### src/rtl/div_rate_sequencer_pkg.sv
// Shared types and defaults for the divider rate sequencer.
// Tap limits here must match clock_divider.
package div_rate_sequencer_pkg;

  localparam int SEL_W = 5;
  localparam int TMR_W = 22;
  localparam int CNT_W = 4;

  localparam int DEF_SEL_MIN = 0;
  localparam int DEF_SEL_MAX = 20;
  localparam int DEF_SEL_RST = 9;
  localparam int DEF_SETTLE  = 2;
  localparam int DEF_TIMEOUT = (1 << TMR_W) - 1;

  typedef enum logic [1:0] {
    ST_IDLE,
    ST_WAIT_FALL,
    ST_APPLY,
    ST_SETTLE
  } state_t;

  function automatic logic [SEL_W-1:0] clamp_sel(
    input logic [SEL_W-1:0] v,
    input logic [SEL_W-1:0] lo,
    input logic [SEL_W-1:0] hi
  );
    if (v < lo) return lo;
    if (v > hi) return hi;
    return v;
  endfunction

endpackage

### src/rtl/div_rate_sequencer_edge_detect_fall.sv
// Falling-edge detector for the divided clock.
// One history flop; fall is high while d is low after a high sample.
module edge_detect_fall (
  input  logic clk,
  input  logic rst_n,
  input  logic d,
  output logic fall
);

  logic d_q;

  always_ff @(posedge clk or negedge rst_n) begin
    if (!rst_n) d_q <= 1'b0;
    else        d_q <= d;
  end

  assign fall = d_q & ~d;

endmodule

### src/rtl/div_rate_sequencer.sv
// Divider tap-select sequencer: arbitrates button/config rate requests
// and walks sel one tap per div_clk falling edge toward the target.
module div_rate_sequencer
  import div_rate_sequencer_pkg::*;
#(
  parameter int SEL_MIN = DEF_SEL_MIN,
  parameter int SEL_MAX = DEF_SEL_MAX,
  parameter int SEL_RST = DEF_SEL_RST,
  parameter int SETTLE  = DEF_SETTLE,
  parameter int TIMEOUT = DEF_TIMEOUT
) (
  input  logic             clk,
  input  logic             rst_n,
  input  logic             step_up,
  input  logic             step_dn,
  input  logic             cfg_req,
  input  logic [SEL_W-1:0] cfg_sel,
  output logic             cfg_ack,
  input  logic             div_clk,
  output logic [SEL_W-1:0] sel,
  output logic             busy,
  output logic             at_min,
  output logic             at_max
);

  localparam logic [SEL_W-1:0] MIN_L = SEL_W'(SEL_MIN);
  localparam logic [SEL_W-1:0] MAX_L = SEL_W'(SEL_MAX);
  localparam logic [SEL_W-1:0] RST_L = SEL_W'(SEL_RST);
  localparam logic [TMR_W-1:0] TMO_L = TMR_W'(TIMEOUT);
  localparam logic [CNT_W-1:0] SET_L = CNT_W'(SETTLE - 1);

  state_t           state_q, state_d;
  logic [SEL_W-1:0] sel_q, sel_d;
  logic [SEL_W-1:0] tgt_q, tgt_d;
  logic [TMR_W-1:0] tmr_q, tmr_d;
  logic [CNT_W-1:0] cnt_q, cnt_d;
  logic             ack_q, ack_d;
  logic             busy_q, busy_d;
  logic             fall;
  logic             take_cfg;
  logic             inc;
  logic             dec;

  edge_detect_fall u_fall (
    .clk   (clk),
    .rst_n (rst_n),
    .d     (div_clk),
    .fall  (fall)
  );

  // Config wins over steps; the ack gap blocks back-to-back loads.
  assign take_cfg = cfg_req & ~ack_q;
  assign inc = ~take_cfg & step_up & ~step_dn
             & (tgt_q != MAX_L);
  assign dec = ~take_cfg & step_dn & ~step_up
             & (tgt_q != MIN_L);

  always_comb begin
    tgt_d = tgt_q;
    ack_d = 1'b0;
    unique case (1'b1)
      take_cfg: begin
        tgt_d = clamp_sel(cfg_sel, MIN_L, MAX_L);
        ack_d = 1'b1;
      end
      inc:     tgt_d = tgt_q + SEL_W'(1);
      dec:     tgt_d = tgt_q - SEL_W'(1);
      default: tgt_d = tgt_q;
    endcase
  end

  always_comb begin
    state_d = state_q;
    sel_d   = sel_q;
    tmr_d   = tmr_q;
    cnt_d   = cnt_q;
    unique case (state_q)
      ST_IDLE: begin
        if (sel_q != tgt_q) begin
          state_d = ST_WAIT_FALL;
          tmr_d   = '0;
        end
      end
      ST_WAIT_FALL: begin
        if (fall || tmr_q == TMO_L) begin
          state_d = ST_APPLY;
        end else begin
          tmr_d = tmr_q + TMR_W'(1);
        end
      end
      ST_APPLY: begin
        // Direction taken from the live target so a reversal never overshoots.
        if (tgt_q > sel_q) begin
          sel_d = sel_q + SEL_W'(1);
        end else if (tgt_q < sel_q) begin
          sel_d = sel_q - SEL_W'(1);
        end
        state_d = ST_SETTLE;
        cnt_d   = '0;
      end
      ST_SETTLE: begin
        if (cnt_q == SET_L) begin
          state_d = ST_IDLE;
        end else begin
          cnt_d = cnt_q + CNT_W'(1);
        end
      end
      default: state_d = ST_IDLE;
    endcase
  end

  assign busy_d = (state_d != ST_IDLE) | (sel_d != tgt_d);

  always_ff @(posedge clk or negedge rst_n) begin
    if (!rst_n) begin
      state_q <= ST_IDLE;
      sel_q   <= RST_L;
      tgt_q   <= RST_L;
      tmr_q   <= '0;
      cnt_q   <= '0;
      ack_q   <= 1'b0;
      busy_q  <= 1'b0;
    end else begin
      state_q <= state_d;
      sel_q   <= sel_d;
      tgt_q   <= tgt_d;
      tmr_q   <= tmr_d;
      cnt_q   <= cnt_d;
      ack_q   <= ack_d;
      busy_q  <= busy_d;
    end
  end

  assign sel     = sel_q;
  assign busy    = busy_q;
  assign cfg_ack = ack_q;
  assign at_min  = (tgt_q == MIN_L);
  assign at_max  = (tgt_q == MAX_L);

endmodule

### config.mk
export PLATFORM = sky130hd
export DESIGN_NAME = div_rate_sequencer
export DESIGN_NICKNAME = d
export VERILOG_FILES = /design/src/rtl/div_rate_sequencer_pkg.sv /design/src/rtl/div_rate_sequencer_edge_detect_fall.sv /design/src/rtl/div_rate_sequencer.sv
export SDC_FILE = /design/constraint.sdc
export NUM_CORES = 1
export LEC_CHECK = 0
export CAP_MARGIN = 25
export CORE_UTILIZATION = 34
export DETAILED_ROUTE_END_ITERATION = 10
export PLACE_DENSITY = 0.56
export SYNTH_ARGS = -nofsm -noshare
export SYNTH_HDL_FRONTEND = slang
export SYNTH_HIERARCHICAL = 1
export SYNTH_SLANG_ARGS = --single-unit
export TNS_END_PERCENT = 20
### constraint.sdc
create_clock -name clk -period 2.78 [get_ports clk]
set_clock_uncertainty 0.2 [all_clocks]
set_input_delay 0.417 -clock clk [delete_from_list [all_inputs] [get_ports clk]]
set_output_delay 0.417 -clock clk [all_outputs]
set_load 0.005 [all_outputs]
==> flow_metrics.env <==
export IMPL_hold_path_cell_count=1
export IMPL_max_clock_path_buffers=2
export IMPL_ios=20
export IMPL_critPathArrivalTime_ps=2790
export IMPL_fmax_mhz=354.9
export IMPL_syn_avg_cell_area_sq_um=9.341
export IMPL_hold_path_startpoint="tmr_q[5]$_DFFE_PN0P_"
export IMPL_place_area_sq_um=3153
export IMPL_ys_types=57
export IMPL_wire_per_inst_um=13.67
export IMPL_path_cells="or3_4, nor3_4, nor3_4, fa_2, a311oi_1, o21ai_0, a32o_2, xnor2_1, o211a_1, nand4_1"
export IMPL_die_y_um=90.95
export IMPL_min_path_type="flop to flop"
export IMPL_post_route_period_util_pct=101.3
export IMPL_overflow=0
export IMPL_htreeDepth=2
export IMPL_async_flop_share_pct=100.0
export IMPL_gp_congestion=0.8581
export IMPL_grt_total_usage_pct=15.40
export IMPL_crit_fanout=4
export IMPL_synth_top_area_share_pct=34.42
export IMPL_dieArea_sq_um=8272
export IMPL_via_per_inst=5.115
export IMPL_num_antenna_cells=0
export IMPL_rows=32
export IMPL_synth_nets=313
export IMPL_grt_pass1_wl_um=10300
export IMPL_max_slew_worst_pin_slew_ps=722.3
export IMPL_drt_pass1_iterations=4
export IMPL_ir_worst_vdd_mv=0.4611
export IMPL_ant_nets=0
export IMPL_synth_largest_area_cell="dfrtp_1"
export IMPL_setup_viol=1
export IMPL_hold_end="tmr_q[5]$_DFFE_PN0P_"
export IMPL_yosysWarnings=6
export IMPL_num_fill_cells=778
export IMPL_syn_area_sq_um=2690
export IMPL_portBuffers=19
export IMPL_vias=2215
export IMPL_area_growth_pct=23.35
export IMPL_rsz0062_at_grt="true"
export IMPL_cts_inserted_buffers=5
export IMPL_grt_max_degree=34
export IMPL_crit_path_end_kind="flop"
export IMPL_yosysMostFrequentCell="dfrtp_1"
export IMPL_cts_tree="yes"
export IMPL_final_hold_viol_count=0
export IMPL_crit_required_ps=2750
export IMPL_r2r_setup_slack_ps=-40
export IMPL_finalWirelength_um=5921
export IMPL_relSlewSlack_pct=51.23
export IMPL_core_sq_um=7687
export IMPL_synth_main_ff_cell="dfrtp_1"
export IMPL_power_density_nw_per_um2=796.1
export IMPL_fin_area_sq_um=3318
export IMPL_seq_area_frac_synth_pct=38.33
export IMPL_fin_crit_ps=2817
export IMPL_insertion_delay_ps=300
export IMPL_dp_final_hpwl_um=4454
export IMPL_antenna_found_initial=0
export IMPL_worst_slack_ps=-37.45
export IMPL_remaining_drc_errors=0
export IMPL_synth_edf_count=0
export IMPL_max_cap_violations=0
export IMPL_chipWidth_um=90.95
export IMPL_initial_core_util_pct=34.99
export IMPL_start_kind="flop"
export IMPL_pre_cts_ws_ps=-402.4
export IMPL_root_buffer="clkbuf_8"
export IMPL_violations="setup timing"
export IMPL_crit_path_top_delay_cell="fa_2"
export IMPL_drive_gt1_share_pct=19.34
export IMPL_ys_ff_latch=41
export IMPL_p_leak_nw=1.504
export IMPL_multi_input_area_sq_um=1617
export IMPL_crit_type="flop to flop"
export IMPL_crit_path_start="tgt_q[3]$_DFF_PN1_"
export IMPL_synthCells=288
export IMPL_rr_worst_depth=10
export IMPL_status="finished with violations"
export IMPL_drt_iter0_markers=84
export IMPL_critPathMaxStageDelay_ps=450
export IMPL_yosys_top_cells_area="dfrtp_1 (34%), ha_1 (6.0%), xnor2_1 (5.2%)"
export IMPL_register_area_sq_um=1032
export IMPL_synthTopCellsByCount="dfrtp_1 (37), nor2_1 (35), inv_1 (21), nand2_1 (17)"
export IMPL_clkTransAtPathRegs_ps=80
export IMPL_final_nets=356
export IMPL_cpMostUsedCell="nor3_4"
export IMPL_finalMaxSlewViolations=0
export IMPL_reg2reg_from="tgt_q[3]$_DFF_PN1_"
export IMPL_r2r_end="busy$_DFF_PN0_"
export IMPL_clock_sinks=41
export IMPL_grt_pass1_vias=2206
## cell families after synthesis
kind of cell	Yosys count	synth area share (%)
simple gates	120	25.95
compound gates	55	14.79
flops	41	38.33
xor+xnor	27	8.790
buf+inv	27	3.860
fa+ha+maj	14	6.791
mux	4	1.488
## routing by layer
| layer | routed length [um] | up-vias | share of wire, % | track usage, % |
|---|---|---|---|---|
| met5 | 0 | - | 0 | 0 |
| met4 | 181 | 0 | 3.1 | 5.952 |
| met3 | 236 | 16 | 4.0 | 2.931 |
| met2 | 2697 | 49 | 46 | 25.00 |
| met1 | 2806 | 1034 | 47 | 20.30 |
| li1 | - | 1116 | - | - |
## worst max-delay path by stage
stage	depth (start not counted)	slack, ps	endpoint
2_1_floorplan	10	-120	busy$_DFF_PN0_
6_report	10	-40	busy$_DFF_PN0_
3_3_place_gp	10	-340	busy$_DFF_PN0_
3_5_place_dp	10	-400	busy$_DFF_PN0_
5_1_grt	11	-180	busy$_DFF_PN0_
4_1_cts	10	-40	busy$_DFF_PN0_
## worst max-delay path: cells and delay by family, from the launching register on
family | cells | cell delay [ps]
compound gates | 4 | 770
simple gates | 4 | 740
fa+ha+maj | 1 | 450
flops | 1 | 370
xor+xnor | 1 | 160
## metrics by stage
| step | hold WS, ps | util [%] | cells | total power [mW] | TNS [ps] |
|---|---|---|---|---|---|
| detailed placement | 281.8 | 41.02 | 423 | 2.158 | -595.8 |
| finish | 296.5 | 43.16 | 433 | 2.642 | -37.45 |
| floorplan | -78.59 | - | 288 | 1.716 | -118.3 |
| global placement | 278.2 | 41.02 | 423 | 2.143 | -430.4 |
| global route | 313.2 | 43.16 | 433 | 2.849 | -177.8 |
| CTS | 296.5 | 43.05 | 432 | 2.662 | -43.97 |
## flip-flops by register name (all words and copies together) (netlist names)
name / flops
busy: 1
cfg_ack: 1
cnt_q: 4
sel: 5
state_q: 2
tgt_q: 5
tmr_q: 22
u_fall/d_q: 1
## cells in the final DEF, fill, tap and decap left out, types with 3 or more instances in the layout
cell type	netlist	final
and3_1	5	5
dfrtp_1	37	36
or4_1	3	3
nand3_1	16	16
xnor2_1	16	16
dfstp_2	4	4
nand2_1	17	16
clkbuf_8	0	5
nand4_1	7	7
nor2b_1	4	4
nor2_1	35	35
o211a_1	3	3
o311ai_0	4	3
a21oi_1	8	8
o21ai_1	3	3
a21o_1	4	4
buf_4	0	22
o21ai_0	10	10
clkdlybuf4s50_1	0	17
and4_4	5	5
o22ai_1	3	3
inv_1	21	20
ha_1	13	13
mux2i_1	4	4
xor2_1	11	11
nand2b_1	7	6
nor3_4	3	4
## power breakdown
group	internal (mW)	switching, mW
logic	0.595	0.674
clock network	0.261	0.204
registers	0.755	0.153
## layout make-up
cell class              instances  share of cell area (%)
clock buffers                   5                   2.074
clock inverters                 2                   1.056
inverters                      21                   2.376
multi-input cells             220                   48.72
flip-flops and latches         41                   31.11
well taps                     102                   3.846
repair buffers                 42                   10.82
## what timing repair did
action / 4_1_cts / 5_1_grt
hold buffers: 1 / 0
buffers inserted: 1 / 1
endpoints found under the hold margin: 4 / 0
endpoints found under the setup margin: 1 / 1
pin swaps: 6 / 2
gates resized for setup: 7 / 2
Note: power is estimated with default switching activity, not from simulation.
